File: config.mk
export PLATFORM = sky130hd
export DESIGN_NAME = seq_restoring_divider
export DESIGN_NICKNAME = d
export VERILOG_FILES = /design/src/rtl/seq_restoring_divider.sv
export SDC_FILE = /design/constraint.sdc
export NUM_CORES = 1
export LEC_CHECK = 0
export CAP_MARGIN = 10
export CORE_AREA = 2 2 92 94
export CTS_BUF_LIST = sky130_fd_sc_hd__clkbuf_4 sky130_fd_sc_hd__clkbuf_8 sky130_fd_sc_hd__clkbuf_16
export DETAILED_ROUTE_END_ITERATION = 10
export DIE_AREA = 0 0 94 96
export GPL_TIMING_DRIVEN = 0
export PLACE_DENSITY = 0.86
export SYNTH_ARGS = -nofsm -noshare
export SYNTH_HDL_FRONTEND = slang
export SYNTH_SLANG_ARGS = --single-unit
File: constraint.sdc
create_clock -name clk -period 6.3 [get_ports clk]
set_input_delay 0.945 -clock clk [delete_from_list [all_inputs] [get_ports clk]]
set_output_delay 0.945 -clock clk [all_outputs]
set_load 0.01 [all_outputs]
File: src/rtl/seq_restoring_divider.sv
// Iterative unsigned restoring divider: one quotient bit per clock, operands and
// result exchanged over valid/ready handshakes. Divide-by-zero returns Q=all-ones, R=A.
module seq_restoring_divider #(
    parameter int WIDTH = 16
) (
    input  logic             clk,
    input  logic             rst,
    input  logic             in_valid,
    output logic             in_ready,
    input  logic [WIDTH-1:0] A,
    input  logic [WIDTH-1:0] B,
    output logic             out_valid,
    input  logic             out_ready,
    output logic [WIDTH-1:0] Q,
    output logic [WIDTH-1:0] R,
    output logic             DZ
);
    localparam int CW = $clog2(WIDTH + 1);

    typedef enum logic [1:0] {IDLE, RUN, DONE} state_t;
    state_t state, state_nxt;

    // Partial remainder is always < divisor, so its WIDTH low bits hold it exactly;
    // the extra bit of the WIDTH+1-bit trial subtract only serves as the borrow.
    logic [WIDTH-1:0] p, s, b;
    logic [CW-1:0]    cnt;
    logic [WIDTH:0]   t;
    logic [WIDTH-1:0] p_nxt, s_nxt;
    logic             last;

    assign t    = {p, s[WIDTH-1]} - {1'b0, b};
    assign last = (cnt == CW'(WIDTH - 1));

    always_comb begin
        if (!t[WIDTH]) begin
            p_nxt = t[WIDTH-1:0];
            s_nxt = {s[WIDTH-2:0], 1'b1};
        end else begin
            p_nxt = {p[WIDTH-2:0], s[WIDTH-1]};
            s_nxt = {s[WIDTH-2:0], 1'b0};
        end
    end

    always_ff @(posedge clk) begin
        if (rst) state <= IDLE;
        else     state <= state_nxt;
    end

    always_comb begin
        state_nxt = state;
        in_ready  = 1'b0;
        out_valid = 1'b0;
        case (state)
            IDLE: begin
                in_ready = 1'b1;
                if (in_valid) state_nxt = (B == '0) ? DONE : RUN;
            end
            RUN: begin
                if (last) state_nxt = DONE;
            end
            DONE: begin
                out_valid = 1'b1;
                if (out_ready) state_nxt = IDLE;
            end
            default: state_nxt = IDLE;
        endcase
    end

    always_ff @(posedge clk) begin
        if (rst) begin
            p   <= '0;
            s   <= '0;
            b   <= '0;
            cnt <= '0;
            Q   <= '0;
            R   <= '0;
            DZ  <= 1'b0;
        end else begin
            case (state)
                IDLE: begin
                    if (in_valid) begin
                        b   <= B;
                        p   <= '0;
                        s   <= A;
                        cnt <= '0;
                        if (B == '0) begin
                            Q  <= '1;
                            R  <= A;
                            DZ <= 1'b1;
                        end else begin
                            DZ <= 1'b0;
                        end
                    end
                end
                RUN: begin
                    p   <= p_nxt;
                    s   <= s_nxt;
                    cnt <= cnt + 1'b1;
                    if (last) begin
                        Q <= s_nxt;
                        R <= p_nxt;
                    end
                end
                default: ;
            endcase
        end
    end
endmodule
==> results of run 1 <==
[per-layer routing]
layer | wire length [um] | track usage, % | vias up
li1 | - | - | 2139
met1 | 5170 | 35.3 | 2049
met2 | 6150 | 50.4 | 222
met3 | 995 | 5.01 | 36
met4 | 350 | 11.0 | 0
met5 | 0 | 0 | -
[final cells by class]
cell class	instances	area share, %
buffer	34	2.84
multi-input combinational	416	44.7
tap	105	2.39
timing repair buffer	70	12.7
sequential	88	32.0
clock inverter	5	1.16
clock buffer	11	2.75
inverter	21	1.43
[path summary, 6_finish.rpt]
kind	from	slack (ns)	to
setup / recovery	B[7]	2.93	Q[0]
hold / removal	b[12]	0.46	b[12]
setup reg to reg	s[15]	3.21	p[10]
hold reg to reg	b[12]	0.46	b[12]
[layout by cell type (no fill, tap or decap), drive strengths merged, types with 7 or more instances in the layout]
| master | count |
|---|---|
| nand2b | 9 |
| a211oi | 28 |
| ha | 18 |
| o32ai | 9 |
| nand2 | 68 |
| nor4 | 19 |
| buf | 8 |
| a21oi | 46 |
| nor2 | 93 |
| dfxtp | 88 |
| o21ai | 30 |
| xnor2 | 7 |
| mux2i | 15 |
| clkdlybuf4s50 | 70 |
| clkbuf | 37 |
| and3 | 12 |
| inv | 22 |
[sequential cells by signal (all words and copies together) (netlist names)]
signal	count
Q	16
s	16
p	16
R	16
b	16
cnt	5
state	2
DZ	1
[kinds of logic after synthesis]
| logic type | share of synthesized area [%] |
|---|---|
| simple gates | 23.0 |
| compound gates | 20.4 |
| flops | 39.6 |
| buf+inv | 5.28 |
| fa+ha+maj | 5.51 |
| mux | 3.88 |
| xor+xnor | 2.39 |
[report_power, final]
group | total, mW | switching (mW) | internal [mW]
combinational | 0.860 | 0.497 | 0.363
clock | 0.425 | 0.217 | 0.208
sequential | 0.657 | 0.0434 | 0.614
[worst min-delay path, cell delays in order, from the launching register on]
cell and delay, ns:
dfxtp_1 0.32, nand2_1 0.05, a21oi_1 0.05
[through the flow]
stage	area [um2]	util (%)	setup slack (ns)	std cells	hold WS [ns]
after detailed placement	5290	65.6	2.65	734	0.451
after floorplan	4450	-	3.76	559	0.436
final	5500	68.3	2.93	750	0.462
after global placement	5290	65.6	2.63	734	0.446
after CTS	5500	68.3	2.96	750	0.464
after global routing	5500	68.3	2.74	750	0.481
==> qor.yml, run 1 <==
grt.total_usage_pct: 28.7
irDropWorstVdd_uv: 201
post_cts_buffers: 0
whs_path_depth: 2
synthArstFlopShare_pct: 0
cts_max_path_buffers: 2
cts_tree: "yes"
finalNetCount: 695
dieArea_um2: 9020
synth_area_leaders: "dfxtp_1, nor2_1, nand2_1"
drtIter0Drc: 255
grt-ovfl-total: 0
cp_common_cell: "nor3_1"
clock_sink_count: 88
worstPathCellList: "clkdlybuf4s50_1 > nor4_1 > a41oi_1 > nor3_1 > buf_2 > clkbuf_1 > nor2_1 > nor3_1"
required_ns: 6.59
crit_family: "simple AND/OR/NAND/NOR gates"
place_congestion: 0.938
ant_nets: 0
synth_cell_types: 54
crit_buf_inv: 3
fin_crit_sh_pct: 53.4
syn_area_per_cell_um2: 7.97
initial_core_util_pct: 55.3
hold_class: "flip-flop to flip-flop"
final_layout_size_suffix_gt1_share_pct: 5.12
cp-start-kind: "primary input"
finalSetupTns_ns: 0
avgViaCountPerCell: 5.93
pin_count: 71
worst_slew_margin_rel_pct: 31.0
avgRoutedWirePerCell_um: 16.9
antennaDiodeCount: 0
htree_levels: 3
synth_top_cell_area_share_pct: 39.6
vias: 4446
power_density_nw_per_um2: 353
post_cts_resize_count: 0
totalWireLength_um: 12700
core_um2: 8050
crit_cells: 8
finalCriticalPeriod_ns: 3.37
ys.flop_type: "dfxtp_1"
grt_pass1_vias: 4193
worstPathArrival_ns: 3.65
fmax_mhz: 297
synth_edf_count: 0
rsz0062_at_grt: "no"
drv_cap: 0
drc: 0
rows: 33
syn_to_final_growth_pct: 23.5
io_buffer_count: 70
setup_viol: 0
ff_latch_area_um2: 1760
worstSkewPairLatency_ns: 0.37
dp_hpwl_um: 9580
outcome: "completed"
drt-pass1-iter-count: 5
cp_slowest_cell: "nor3_1"
reg2regPathDepth: 11
n_fill_cell: 648
yosys_register_bits: 88
grt_pass1_wl_um: 20100
hold_violations: 0
synthCells: 559
ys_seq_area_share_pct: 39.6
netlist_area_um2: 4450
yosys.area.top_type: "dfxtp_1"
grt_start_max_net_pins: 16
path_clk_slew_ns: 0.09
ctsHoldBuffers: 0
crit_fanout: 10
total_power_mw: 1.94
cts_root_buf: "clkbuf_8"
report.final.slew_viol_count: 0
antenna_found_initial: 0
p_leak_nw: 2.13
synth.most_common_cell: "nor2_1"
cpPeakStageDelay_ns: 0.54
multi_input_area_um2: 2460
ys_top_cells_by_count: "nor2_1, dfxtp_1, nand2_1"
skew_ns: 0.0158
critical_path_class: "primary input to flip-flop"
die_h_um: 96
worst_slew_pin_slew_ns: 1.01
yosysWarnings: 0
crit_path_end_kind: "flip-flop"
syn_nets: 614
cts_made_buffers: 9
die_w_um: 94
(Power assumes the default switching activity.)
==> inputs of run 2 (changes only) <==
--- a/config.mk
+++ b/config.mk
@@ -6,12 +6,12 @@
 export NUM_CORES = 1
 export LEC_CHECK = 0
 export CAP_MARGIN = 10
-export CORE_AREA = 2 2 92 94
+export CORE_AREA = 2 2 94 96
 export CTS_BUF_LIST = sky130_fd_sc_hd__clkbuf_4 sky130_fd_sc_hd__clkbuf_8 sky130_fd_sc_hd__clkbuf_16
 export DETAILED_ROUTE_END_ITERATION = 10
-export DIE_AREA = 0 0 94 96
+export DIE_AREA = 0 0 96 98
 export GPL_TIMING_DRIVEN = 0
-export PLACE_DENSITY = 0.86
+export PLACE_DENSITY = 0.83
 export SYNTH_ARGS = -nofsm -noshare
 export SYNTH_HDL_FRONTEND = slang
 export SYNTH_SLANG_ARGS = --single-unit
==> constraint.sdc (replaced) <==
create_clock -name clk -period 3.4 [get_ports clk]
set_input_delay 0.51 -clock clk [delete_from_list [all_inputs] [get_ports clk]]
set_output_delay 0.51 -clock clk [all_outputs]
set_load 0.01 [all_outputs]
==> qor.yml, run 2 (synthesized netlist as in run 1, its figures left out) <==
hold_class: "flip-flop to flip-flop"
cp-start-kind: "flip-flop"
dieArea_um2: 9410  # +4.3%
rsz0062_at_grt: "no"
total_power_mw: 3.46  # +78%
pwr-share-comb_pct: 44.9  # +0.6 points
clock_sink_count: 88  # unchanged
avgRoutedWirePerCell_um: 16.7  # -1.3%
layout_common_cells: "nor2_1, dfxtp_1, clkdlybuf4s50_1, nand2_1, a21oi_1"
swShare_pct: 38.2  # -0.77 points
cts_root_buf: "clkbuf_8"
startpoint: "s[15]"
syn_to_final_growth_pct: 22.7
hold_ws_ns: 0.460  # -0.00215 ns
place_area_um2: 5290  # about the same
cts_tree: "yes"
grt.total_usage_pct: 26.7  # -2.1 points
die_w_um: 96  # +2.1%
grt-ovfl-total: 0  # unchanged
drt-pass1-iter-count: 4  # -1
die_h_um: 98  # +2.1%
final_layout_size_suffix_gt1_share_pct: 4.82  # -0.30 points
io_buffer_count: 70  # unchanged
grt_pass1_wl_um: 19700  # -2.2%
antenna_found_initial: 0  # unchanged
finalCriticalPeriod_ns: 2.98
dp_hpwl_um: 9650  # +0.73%
report.final.slew_viol_count: 0  # unchanged
drtIter0Drc: 225  # -12%
design_area_um2: 5460  # -0.68%
cts_max_path_buffers: 2  # unchanged
core_um2: 8470  # +5.1%
ctsHoldBuffers: 0  # unchanged
skew_ns: 0.00847  # -0.00737 ns
grt_pass1_vias: 4127  # -1.6%
cts_made_buffers: 9  # unchanged
finalNetCount: 695  # unchanged
rows: 34  # +3.0%
cp_slowest_cell: "fa_1"
outcome: "completed"
fin_crit_sh_pct: 87.7
required_ns: 3.62  # -2.97 ns
clkPwrFrac_pct: 19.8  # -2.1 points
worstPathArrival_ns: 3.20  # -0.45 ns
power_density_nw_per_um2: 633  # +79%
post_cts_buffers: 0  # unchanged
worstSkewPairLatency_ns: 0.35  # -0.02 ns
ant_nets: 0  # unchanged
finalSetupTns_ns: 0  # unchanged
rr_startpoint: "s[15]"
crit_path_end_kind: "flip-flop"
antennaDiodeCount: 0  # unchanged
drv_cap: 0  # unchanged
crit_fanout: 10  # unchanged
avgViaCountPerCell: 5.81  # -1.9%
path_clk_slew_ns: 0.08  # about the same
worstPathCellList: "inv_1 > ha_1 > fa_1 > nand2b_1 > a21oi_1 > o21ai_1 > nand3_2 > xor2_4 > buf_8 > mux2i_1 > o22ai_1"
cpPeakStageDelay_ns: 0.38  # -0.16 ns
hp-start: "b[13]"
internal_power_mw: 2.13  # +80%
p_leak_nw: 2.12  # -0.55%
power_switching_mw: 1.32  # +74%
totalWireLength_um: 12500  # -1.2%
worst_slew_pin_slew_ns: 0.962  # -0.0468 ns
setup_viol: 0  # unchanged
seqPwrFrac_pct: 35.3  # +1.5 points
post_cts_resize_count: 0  # unchanged
htree_levels: 3  # unchanged
worst_slew_margin_rel_pct: 34.2  # +3.2 points
hold_violations: 0  # unchanged
fmax_mhz: 335
n_fill_cell: 696  # +7.4%
initial_core_util_pct: 52.6  # -2.7 points
vias: 4367  # -1.8%
drc: 0  # unchanged
pin_count: 71  # unchanged
layout_commonest_cell: "nor2_1"
irDropWorstVdd_uv: 325  # +62%
place_congestion: 0.931  # -0.70%
grt_start_max_net_pins: 14  # -2
critical_path_class: "flip-flop to flip-flop"
-- run 2: per-stage QoR --
step | std cells | utilization, % | worst slack [ns]
2_1_floorplan | 559 | - | 0.858
3_3_place_gp | 737 | 62.5 | 0.292
3_5_place_dp | 737 | 62.5 | 0.211
4_1_cts | 751 | 64.5 | 0.449
5_1_grt | 751 | 64.5 | 0.303
6_report | 751 | 64.5 | 0.417
-- run 2: layout make-up --
class,instances,area (um2),area share (%)
inverters,21,78.8,1.44
plain buffers,34,156,2.86
flip-flops and latches,88,1760,32.2
multi-input cells,416,2460,45.0
clock inverters,5,50.0,0.916
well taps,108,135,2.47
repair buffers,70,701,12.8
clock buffers,9,124,2.27
-- run 2: worst paths after layout --
check	endpoint	slack [ns]	cells after the start
setup / recovery	R[13]	0.42	11
hold / removal	b[13]	0.46	2
setup reg to reg	R[13]	0.42	11
hold reg to reg	b[13]	0.46	2
-- run 2: worst max-delay path, delay by kind of cell (launching register included) --
family / cells / cell delay, ns
xor gates and xnor gates: 1 / 0.37
buffers and inverters: 2 / 0.28
and+or+nand+nor: 2 / 0.33
adders and majority gates: 2 / 0.59
DFF: 1 / 0.34
muxes: 1 / 0.37
AOI/OAI and AO/OA: 3 / 0.56
-- run 2: layer usage --
layer	track usage, %	vias up	wire (um)
met5	0	-	0
met4	5.49	0	114
met3	5.86	14	741
met2	46.8	136	6200
met1	33.1	2080	5450
li1	-	2137	-
-- run 2: power groups by stage --
| stage | logic [mW] | clock network (mW) | registers, mW |
|---|---|---|---|
| 2_1_floorplan | 1.12 | 0 | 1.23 |
| 3_3_place_gp | 1.49 | 0 | 1.23 |
| 3_5_place_dp | 1.52 | 0 | 1.24 |
| 4_1_cts | 1.54 | 0.683 | 1.22 |
| 5_1_grt | 1.68 | 0.730 | 1.23 |
| 6_report | 1.55 | 0.685 | 1.22 |
